$ cat config.mk
export PLATFORM = sky130hd
export DESIGN_NAME = note_sprite_sequencer_flat
export DESIGN_NICKNAME = d
export VERILOG_FILES = /design/src/rtl/note_sprite_sequencer_if.sv /design/src/rtl/note_sprite_sequencer.sv /design/src/flat_wrapper.sv
export SDC_FILE = /design/constraint.sdc
export NUM_CORES = 1
export LEC_CHECK = 0
export CORE_UTILIZATION = 40
export CTS_BUF_LIST = sky130_fd_sc_hd__clkbuf_16
export CTS_CLUSTER_DIAMETER = 150
export CTS_CLUSTER_SIZE = 10
export DETAILED_ROUTE_END_ITERATION = 6
export PLACE_DENSITY = 0.74
export SYNTH_ARGS = -nofsm -noshare
export SYNTH_HDL_FRONTEND = slang
export SYNTH_SLANG_ARGS = --single-unit
$ cat constraint.sdc
create_clock -name clock -period 2.3 [get_ports clock]
set_input_delay 0.69 -clock clock [delete_from_list [all_inputs] [get_ports clock]]
set_output_delay 0.69 -clock clock [all_outputs]
set_load 0.02 [all_outputs]
$ cat src/rtl/note_sprite_sequencer_if.sv
// Signal bundle between note_sprite_sequencer, its ROMs, the game FSM and the VGA adapter.
// slave = the sequencer side, master = the environment (FSM, ROMs, VGA adapter).
interface note_sprite_sequencer_if;
  logic       start;
  logic [2:0] frame;
  logic [3:0] note_addr;
  logic [7:0] loc_x;
  logic [7:0] loc_y;
  logic [1:0] key_id;
  logic [3:0] spr_i;
  logic [5:0] spr_j;
  logic [2:0] spr_id;
  logic [1:0] spr_key;
  logic [2:0] pix_colour;
  logic [7:0] vga_x;
  logic [6:0] vga_y;
  logic [2:0] vga_colour;
  logic       vga_plot;
  logic       busy;
  logic       done;

  modport slave (
    input  start, frame, loc_x, loc_y, key_id, pix_colour,
    output note_addr, spr_i, spr_j, spr_id, spr_key,
           vga_x, vga_y, vga_colour, vga_plot, busy, done
  );

  modport master (
    output start, frame, loc_x, loc_y, key_id, pix_colour,
    input  note_addr, spr_i, spr_j, spr_id, spr_key,
           vga_x, vga_y, vga_colour, vga_plot, busy, done
  );
endinterface

$ cat src/rtl/note_sprite_sequencer.sv
// Walks the note table and scans each note's key sprite into a pixel-per-cycle VGA plot stream.
// Optional NOTE_TRANSPARENT_EN: colour 0 pixels are not plotted so the background shows through.
//
// state | meaning
// IDLE  | waiting for start; note_addr parked at 0
// FETCH | note_addr = n presented to location/key ROMs
// LATCH | ROM data captured into base_x/base_y/spr_key; i, j cleared
// DRAW  | one sprite address per cycle, row-major over SPR x SPR
// DRAIN | last pixel leaves the pipeline; advance note or finish
// DONE  | one-cycle done pulse, then IDLE
module note_sprite_sequencer #(
  parameter int NOTES = 16,
  parameter int SPR   = 16
) (
  input  logic clock,
  input  logic reset,
  note_sprite_sequencer_if.slave bus
);

  localparam logic [2:0] IDLE  = 3'd0;
  localparam logic [2:0] FETCH = 3'd1;
  localparam logic [2:0] LATCH = 3'd2;
  localparam logic [2:0] DRAW  = 3'd3;
  localparam logic [2:0] DRAIN = 3'd4;
  localparam logic [2:0] DONE  = 3'd5;

  localparam logic [3:0] LAST_N = 4'(NOTES - 1);
  localparam logic [3:0] LAST_P = 4'(SPR - 1);

  logic [2:0] state;
  logic [3:0] n;
  logic [3:0] i;
  logic [3:0] j;
  logic [7:0] base_x;
  logic [7:0] base_y;
  logic [2:0] frame_q;
  logic [1:0] key_q;
  logic       pix_valid;
  logic       clip_q;
  logic [7:0] x_q;
  logic [6:0] y_q;
  logic [8:0] sum_x;
  logic [8:0] sum_y;
  logic       visible;

  // Nine-bit sums so a note near the right/bottom edge clips instead of wrapping.
  assign sum_x = {1'b0, base_x} + {5'b0, i};
  assign sum_y = {1'b0, base_y} + {5'b0, j};

  always_ff @(posedge clock or posedge reset) begin
    if (reset) begin
      state     <= IDLE;
      n         <= '0;
      i         <= '0;
      j         <= '0;
      base_x    <= '0;
      base_y    <= '0;
      frame_q   <= '0;
      key_q     <= '0;
      pix_valid <= 1'b0;
      clip_q    <= 1'b0;
      x_q       <= '0;
      y_q       <= '0;
    end else begin
      pix_valid <= (state == DRAW);
      if (state == DRAW) begin
        x_q    <= sum_x[7:0];
        y_q    <= sum_y[6:0];
        clip_q <= (sum_x > 9'd159) || (sum_y > 9'd119);
      end
      case (state)
        IDLE: begin
          if (bus.start) begin
            frame_q <= bus.frame;
            n       <= '0;
            state   <= FETCH;
          end
        end
        FETCH: state <= LATCH;
        LATCH: begin
          base_x <= bus.loc_x;
          base_y <= bus.loc_y;
          key_q  <= bus.key_id;
          i      <= '0;
          j      <= '0;
          state  <= DRAW;
        end
        DRAW: begin
          if (i == LAST_P) begin
            i <= '0;
            if (j == LAST_P) begin
              j     <= '0;
              state <= DRAIN;
            end else begin
              j <= j + 4'd1;
            end
          end else begin
            i <= i + 4'd1;
          end
        end
        DRAIN: begin
          if (n == LAST_N) begin
            state <= DONE;
          end else begin
            n     <= n + 4'd1;
            state <= FETCH;
          end
        end
        DONE: begin
          n     <= '0;
          state <= IDLE;
        end
        default: state <= IDLE;
      endcase
    end
  end

`ifdef NOTE_TRANSPARENT_EN
  assign visible = |bus.pix_colour;
`else
  assign visible = 1'b1;
`endif

  assign bus.note_addr  = n;
  assign bus.spr_i      = i;
  assign bus.spr_j      = {2'b00, j};
  assign bus.spr_id     = frame_q;
  assign bus.spr_key    = key_q;
  assign bus.vga_x      = x_q;
  assign bus.vga_y      = y_q;
  // Sprite ROM data arrives in the cycle after the address, alongside the registered x/y.
  assign bus.vga_colour = pix_valid ? bus.pix_colour : 3'b000;
  assign bus.vga_plot   = pix_valid & ~clip_q & visible;
  assign bus.busy       = (state != IDLE);
  assign bus.done       = (state == DONE);

endmodule

$ cat src/flat_wrapper.sv
// flat-port wrapper written by rule: the top's interface ports become plain ports
module note_sprite_sequencer_flat 
#(
  parameter int NOTES = 16,
  parameter int SPR   = 16
)
  (clock, reset, bus_start, bus_frame, bus_loc_x, bus_loc_y, bus_key_id, bus_pix_colour, bus_note_addr, bus_spr_i, bus_spr_j, bus_spr_id, bus_spr_key, bus_vga_x, bus_vga_y, bus_vga_colour, bus_vga_plot, bus_busy, bus_done);
  note_sprite_sequencer_if bus_i ();
  input  logic clock;
  input  logic reset;
  input wire logic [$bits(bus_i.start)-1:0] bus_start;
  input wire logic [$bits(bus_i.frame)-1:0] bus_frame;
  input wire logic [$bits(bus_i.loc_x)-1:0] bus_loc_x;
  input wire logic [$bits(bus_i.loc_y)-1:0] bus_loc_y;
  input wire logic [$bits(bus_i.key_id)-1:0] bus_key_id;
  input wire logic [$bits(bus_i.pix_colour)-1:0] bus_pix_colour;
  output wire logic [$bits(bus_i.note_addr)-1:0] bus_note_addr;
  output wire logic [$bits(bus_i.spr_i)-1:0] bus_spr_i;
  output wire logic [$bits(bus_i.spr_j)-1:0] bus_spr_j;
  output wire logic [$bits(bus_i.spr_id)-1:0] bus_spr_id;
  output wire logic [$bits(bus_i.spr_key)-1:0] bus_spr_key;
  output wire logic [$bits(bus_i.vga_x)-1:0] bus_vga_x;
  output wire logic [$bits(bus_i.vga_y)-1:0] bus_vga_y;
  output wire logic [$bits(bus_i.vga_colour)-1:0] bus_vga_colour;
  output wire logic [$bits(bus_i.vga_plot)-1:0] bus_vga_plot;
  output wire logic [$bits(bus_i.busy)-1:0] bus_busy;
  output wire logic [$bits(bus_i.done)-1:0] bus_done;
  assign bus_i.start = bus_start;
  assign bus_i.frame = bus_frame;
  assign bus_i.loc_x = bus_loc_x;
  assign bus_i.loc_y = bus_loc_y;
  assign bus_i.key_id = bus_key_id;
  assign bus_i.pix_colour = bus_pix_colour;
  assign bus_note_addr = bus_i.note_addr;
  assign bus_spr_i = bus_i.spr_i;
  assign bus_spr_j = bus_i.spr_j;
  assign bus_spr_id = bus_i.spr_id;
  assign bus_spr_key = bus_i.spr_key;
  assign bus_vga_x = bus_i.vga_x;
  assign bus_vga_y = bus_i.vga_y;
  assign bus_vga_colour = bus_i.vga_colour;
  assign bus_vga_plot = bus_i.vga_plot;
  assign bus_busy = bus_i.busy;
  assign bus_done = bus_i.done;
  note_sprite_sequencer #(.NOTES(NOTES), .SPR(SPR)) u_core (.clock(clock), .reset(reset), .bus(bus_i));
endmodule
# Yosys cells after proc, flatten, opt, wreduce, memory -nomap -nowiden
# Index checks and enable logic that the tools add are counted.
# word_totals
register_bits	53
in_bits	27
out_inout_bits	40
wordCells	56
# op_classes
n_addsub	5
n_lt_le_gt_ge	2
n_eq_ne	12
muxes	14
bitwise_logic	2
reduce_logical	9
# op_table
operator	count
4-bit 2-to-1 mux	5
8-bit by 4-bit adder with 9-bit output	2
4-bit case mux with 2 select lines	2
3-bit 2-to-1 mux	5
3-bit case mux with 5 select lines	1
4-bit by 1-bit adder with 4-bit output, second input constant	3
4-bit equality test, second input constant	3
4-bit case mux with 3 select lines	1
9-bit by 7-bit > comparator with 1-bit output, second input constant	1
9-bit by 8-bit > comparator with 1-bit output, second input constant	1
2-bit inequality test, second input constant	4
3-bit by 2-bit equality test with 1-bit output, second input constant	2
3-bit equality test, second input constant	2
3-bit AND reduction	2
3-bit nonzero test	2
2-bit AND reduction	2
3-bit by 1-bit equality test with 1-bit output, second input constant	1
3-bit zero test	1
2-bit nonzero test	1
1-bit AND	1
1-bit logical OR	1
1-bit NOT	1

# Depth between registers and ports, before layout
# depth
ltp_word	4
mapped_depth	8
depth_no_buf	8

# Least setup slack after synthesis
# OpenSTA, ideal clock, no wires.
# synth_path
path_kind	reg-to-reg
start	reg u_core.j[0]
end	reg u_core.clip_q
setup_time_ps	88
arrival_time_ps	2097
t_required_ps	2212
slack_ps	115
stages_incl_launch_ff	8
n_path_buf	0
synth_period_minus_slack_ps	2185
cell_sequence	dfrtp_1 > ha_1 > fa_1 > nand3_1 > nand2_1 > xnor2_1 > or4_1 > a41oi_1
# synth_via
elab_chain_cells	3
# synth_rtl
element	line	source
start: declaration	note_sprite_sequencer.sv:33	logic [3:0] j;
start signal: assignment	note_sprite_sequencer.sv:95	j <= j + 4'd1;
8-bit by 4-bit adder with 9-bit output	note_sprite_sequencer.sv:48	assign sum_y = {1'b0, base_y} + {5'b0, j};
9-bit by 7-bit > comparator with 1-bit output	note_sprite_sequencer.sv:69	clip_q <= (sum_x > 9'd159) || (sum_y > 9'd119);
1-bit logical OR	note_sprite_sequencer.sv:69	
end signal: assignment	note_sprite_sequencer.sv:69	
end: declaration	note_sprite_sequencer.sv:39	logic clip_q;
# Every way passes these cells.
# A chain may end at the register's enable or synchronous reset.

# Worst setup path in the final report
# layout_path
start	in bus_pix_colour[2]
end	out bus_vga_colour[2]
# layout_via
elab_chain_cells	1
# layout_rtl
element	line	source
start: declaration	flat_wrapper.sv:16	input wire logic [$bits(bus_i.pix_colour)-1:0] bus_pix_colour;
3-bit 2-to-1 mux	note_sprite_sequencer.sv:132	assign bus.vga_colour = pix_valid ? bus.pix_colour : 3'b000;
end: declaration	flat_wrapper.sv:24	output wire logic [$bits(bus_i.vga_colour)-1:0] bus_vga_colour;
# Every way passes these cells.

==> impl_results.html <==
<table>
<tr><th>Metric</th><th>Value</th></tr>
<tr><th colspan="2">Route</th></tr>
<tr><td>Remaining number of nets flagged by the antenna check after routing</td><td>0</td></tr>
<tr><td>Post-DR wirelength/cell</td><td>around 13 um</td></tr>
<tr><td>Post-route DRC violation count</td><td>6</td></tr>
<tr><td>Detailed-router iteration count before antenna repair</td><td>6</td></tr>
<tr><td>Number of design-rule violations left by the first detailed-router iteration</td><td>116</td></tr>
<tr><td>Detailed-route via count</td><td>approximately 2.1k</td></tr>
<tr><td>Total Routed Length</td><td>approximately 5500 um</td></tr>
<tr><td>Routed via count divided by cell count</td><td>between 5 and 6</td></tr>
<tr><th colspan="2">Critical path</th></tr>
<tr><td>Critical path type</td><td>in -&gt; out</td></tr>
<tr><td>Max FO, Critical Path</td><td>1</td></tr>
<tr><td>Capturing element type of the critical path</td><td>output port</td></tr>
<tr><td>Data arrival time of the worst path</td><td>1570 ps</td></tr>
<tr><td>Kind of launch point of the worst setup path</td><td>input port</td></tr>
<tr><td>Required time worst endpoint</td><td>between 1500 and 2000 ps</td></tr>
<tr><th colspan="2">Layout</th></tr>
<tr><td>Commonest non-fill, non-tap cell in the layout</td><td>sky130_fd_sc_hd__clkdlybuf4s50_1</td></tr>
<tr><td>Antenna cells</td><td>0</td></tr>
<tr><td>Final layout net count</td><td>approximately 380</td></tr>
<tr><td>End-of-flow core utilization</td><td>a little under three fifths</td></tr>
<tr><td>Number of filler cells placed in the layout</td><td>580</td></tr>
<tr><td>Most frequent cells in the layout</td><td>sky130_fd_sc_hd__clkdlybuf4s50_1 (59), sky130_fd_sc_hd__dfrtp_1 (53), sky130_fd_sc_hd__nand2_1 (37), sky130_fd_sc_hd__o21ai_0 (24), sky130_fd_sc_hd__mux2_2 (19)</td></tr>
<tr><td>Area delta synth-&gt;final</td><td>34.6%</td></tr>
<tr><td>Fraction of final layout cells with drive strength greater than 1</td><td>roughly 11%</td></tr>
<tr><td>FF/Latch Area</td><td>approximately 1300 um2</td></tr>
<tr><td>Area used by multi-input combinational logic</td><td>between 1000 and 1500 um2</td></tr>
<tr><th colspan="2">Floorplan</th></tr>
<tr><td>Row count</td><td>29</td></tr>
<tr><td>Initial Util</td><td>between 40% and 50%</td></tr>
<tr><td>Die extent in y</td><td>84.0 um</td></tr>
<tr><td>Die Footprint</td><td>between 7000 and 8000 um2</td></tr>
<tr><td>I/O pin count</td><td>67</td></tr>
<tr><td>Die extent in x</td><td>between 80 and 90 um</td></tr>
<tr><td>Core box area</td><td>about 6400 um2</td></tr>
<tr><th colspan="2">Placement</th></tr>
<tr><td>Number of buffer cells added on primary ports</td><td>64</td></tr>
<tr><td>Total half-perimeter wirelength after legalization and detailed placement</td><td>a little over 4000 um</td></tr>
<tr><td>Final weighted congestion in routability-driven placement</td><td>0.819</td></tr>
<tr><th colspan="2">Clocking</th></tr>
<tr><td>Number of CTS-inserted buffers</td><td>5</td></tr>
<tr><td>Number of levels the H-tree was split into</td><td>2</td></tr>
<tr><td>TritonCTS clock tree</td><td>yes</td></tr>
<tr><td>Clock sink count</td><td>53</td></tr>
<tr><td>Hold_buf cts</td><td>0</td></tr>
<tr><td>Clock transition at path regs</td><td>around 60 ps</td></tr>
<tr><td>Buffer levels on the longest clock path</td><td>2</td></tr>
<tr><td>Clock latency at the later pin of the worst-skew pair</td><td>280 ps</td></tr>
<tr><td>Clock Root Buffer</td><td>sky130_fd_sc_hd__clkbuf_16</td></tr>
<tr><td>Post-CTS setup buffers</td><td>0</td></tr>
<tr><th colspan="2">Global route</th></tr>
<tr><td>Leftover overflow at the end of global routing</td><td>0</td></tr>
<tr><td>Number of antenna violations at the first check in global routing</td><td>0</td></tr>
<tr><td>Wire length of the first global-routing pass</td><td>approximately 10000 um</td></tr>
<tr><td>Global-route usage over all layers</td><td>16.8%</td></tr>
<tr><td>Number of global-route vias before repair</td><td>between 2k and 2.5k</td></tr>
<tr><td>Largest net degree at the start of global routing</td><td>between 50 and 60</td></tr>
<tr><th colspan="2">Yosys</th></tr>
<tr><td>Synth Flop Type</td><td>sky130_fd_sc_hd__dfrtp_1</td></tr>
<tr><td>Post-Synthesis Cell Area</td><td>2690 um2</td></tr>
<tr><td>Fraction of post-synthesis cell area in the top cell type by area</td><td>49.3%</td></tr>
<tr><td>Flop and latch count out of synthesis</td><td>53</td></tr>
<tr><td>Mean area per synthesized cell</td><td>10.1 um2</td></tr>
<tr><td>Yosys top cell by area</td><td>sky130_fd_sc_hd__dfrtp_1</td></tr>
<tr><td>Count of synthesis-stage warnings from yosys</td><td>0</td></tr>
<tr><td>Async set-reset flop share out of synthesis</td><td>between 90% and 100%</td></tr>
<tr><td>Post-synthesis instance total</td><td>265</td></tr>
<tr><td>Area contributors post-synth</td><td>sky130_fd_sc_hd__dfrtp_1 (49%), sky130_fd_sc_hd__mux2_2 (8.0%), sky130_fd_sc_hd__nand2_1 (5.2%), sky130_fd_sc_hd__ha_1 (5.1%), sky130_fd_sc_hd__o21ai_0 (4.5%)</td></tr>
<tr><td>Number of flops mapped to enable cells by yosys</td><td>0</td></tr>
<tr><td>Proportion of synthesized chip area in sequential cells</td><td>about 49%</td></tr>
<tr><td>Unique masters post-synth</td><td>45</td></tr>
<tr><th colspan="2">Flow run</th></tr>
<tr><td>MaxCap Viol Count</td><td>0</td></tr>
<tr><th colspan="2">STA</th></tr>
<tr><td>Portion of the clock cycle consumed by the worst path in the final layout</td><td>between 90% and 100%</td></tr>
<tr><td>Setup repair after global routing missed its margin</td><td>no</td></tr>
<tr><td>Time the final worst path needs with I/O delays and setup</td><td>about 2300 ps</td></tr>
<tr><td>Highest Clock Rate</td><td>roughly 440 MHz</td></tr>
<tr><td>Number of hold violations in the final report</td><td>0</td></tr>
<tr><td>Clock tree skew after final layout</td><td>about 6.6 ps</td></tr>
<tr><td>Fin. max-slew vios</td><td>0</td></tr>
<tr><td>Finish-stage setup viols</td><td>0</td></tr>
<tr><th colspan="2">Hold path</th></tr>
<tr><td>Class of the most critical hold timing path</td><td>reg -&gt; reg</td></tr>
<tr><th colspan="2">Run status</th></tr>
<tr><td>Status</td><td>finished, violations left</td></tr>
<tr><td>Failing checks</td><td>DRC</td></tr>
<tr><th colspan="2">Power and ir drop</th></tr>
<tr><td>Total power consumption of the routed design</td><td>~3.8 mW</td></tr>
<tr><td>Max VDD drop</td><td>roughly 0.0005 V</td></tr>
<tr><td>Power density over the cells</td><td>1040 nW/um2</td></tr>
<tr><td>Leakage dissipation</td><td>1.58 nW</td></tr>
</table>
[cells in the mapped netlist (6+ instances only)]
master / count
sky130_fd_sc_hd__nor2_1: 10
sky130_fd_sc_hd__inv_1: 10
sky130_fd_sc_hd__nand2_1: 37
sky130_fd_sc_hd__a21oi_1: 14
sky130_fd_sc_hd__dfrtp_1: 53
sky130_fd_sc_hd__xor2_1: 6
sky130_fd_sc_hd__ha_1: 11
sky130_fd_sc_hd__o21ai_0: 24
sky130_fd_sc_hd__mux2_2: 19
sky130_fd_sc_hd__nand3_1: 12
[state kept, by name (all words and copies together), names as in the netlist]
name and flops:
u_core.bus.vga_x 8, u_core.state 3, u_core.clip_q 1, u_core.base_x 8, u_core.pix_valid 1, u_core.j 4, u_core.bus.note_addr 4, u_core.bus.spr_id 3
u_core.bus.spr_i 4, u_core.bus.vga_y 7, u_core.bus.spr_key 2, u_core.base_y 8
[what timing repair did]
action                                  4_1_cts  5_1_grt
endpoints found under the setup margin        4        2
pin swaps                                     0        0
endpoints found under the hold margin         0        0
resized for setup                             4        2
[where the power goes]
part           switching, mW  total (mW)  internal, mW
logic                  0.771        1.52         0.753
clock network          0.318       0.830         0.511
registers              0.214        1.40          1.19
[final cells by class]
class                      instances  share of cell area, %
multi-input combinational        192                   35.3
clock inverter                     2                   1.07
tap                               77                   2.66
sequential                        53                   36.6
clock buffer                       5                   3.46
timing repair buffer              73                   19.9
inverter                          10                   1.04
[through the flow]
stage	instance area (um2)	setup TNS (ps)	hold WS [ps]	setup slack, ps	std cells
2_1_floorplan	2690	0	485	115	266
3_3_place_gp	3460	-690	463	-232	405
3_5_place_dp	3460	-722	468	-247	405
4_1_cts	3620	0	483	12.9	412
5_1_grt	3620	0	494	4.02	412
6_report	3620	0	478	40.0	412
[per-layer routing]
metal	up-vias	global-route usage [%]	share of wire, %
met2	49	29.1	49
li1	1066	-	-
met5	-	0	0
met3	5	3.26	4.4
met1	1021	22.2	46
met4	0	2.82	0.55
[worst max-delay path, cell delays in order]
cell	delay, ps
sky130_fd_sc_hd__clkdlybuf4s50_1	450
sky130_fd_sc_hd__and2_1	110
sky130_fd_sc_hd__dlygate4sd2_1	320
[cell families after synthesis]
| family | Yosys count | synth area share [%] |
|---|---|---|
| xor gates and xnor gates | 11 | 3.58 |
| buffers and inverters | 21 | 3.35 |
| and+or+nand+nor | 85 | 14.9 |
| DFF | 53 | 49.3 |
| muxes | 20 | 8.33 |
| AOI/OAI and AO/OA | 61 | 13.8 |
| adders and majority gates | 13 | 6.61 |
| other | 1 | 0.139 |
[final timing paths]
check / from / to / slack [ps] / cells after the start
max: bus_pix_colour[2] / bus_vga_colour[2] / 40 / 3
max reg2reg: u_core.j[0]$_DFFE_PP0P_ / u_core.clip_q$_DFFE_PP0P_ / 150 / 7
min: u_core.bus.vga_x[4]$_DFFE_PP0P_ / u_core.bus.vga_x[4]$_DFFE_PP0P_ / 480 / 2
max in group asynchronous: reset / u_core.bus.vga_x[4]$_DFFE_PP0P_ / 1290 / 3
min in group asynchronous: reset / u_core.base_y[2]$_DFFE_PP0P_ / 770 / 3
min reg2reg: u_core.bus.vga_x[4]$_DFFE_PP0P_ / u_core.bus.vga_x[4]$_DFFE_PP0P_ / 480 / 2
Note: power is estimated with default switching activity, not from simulation.
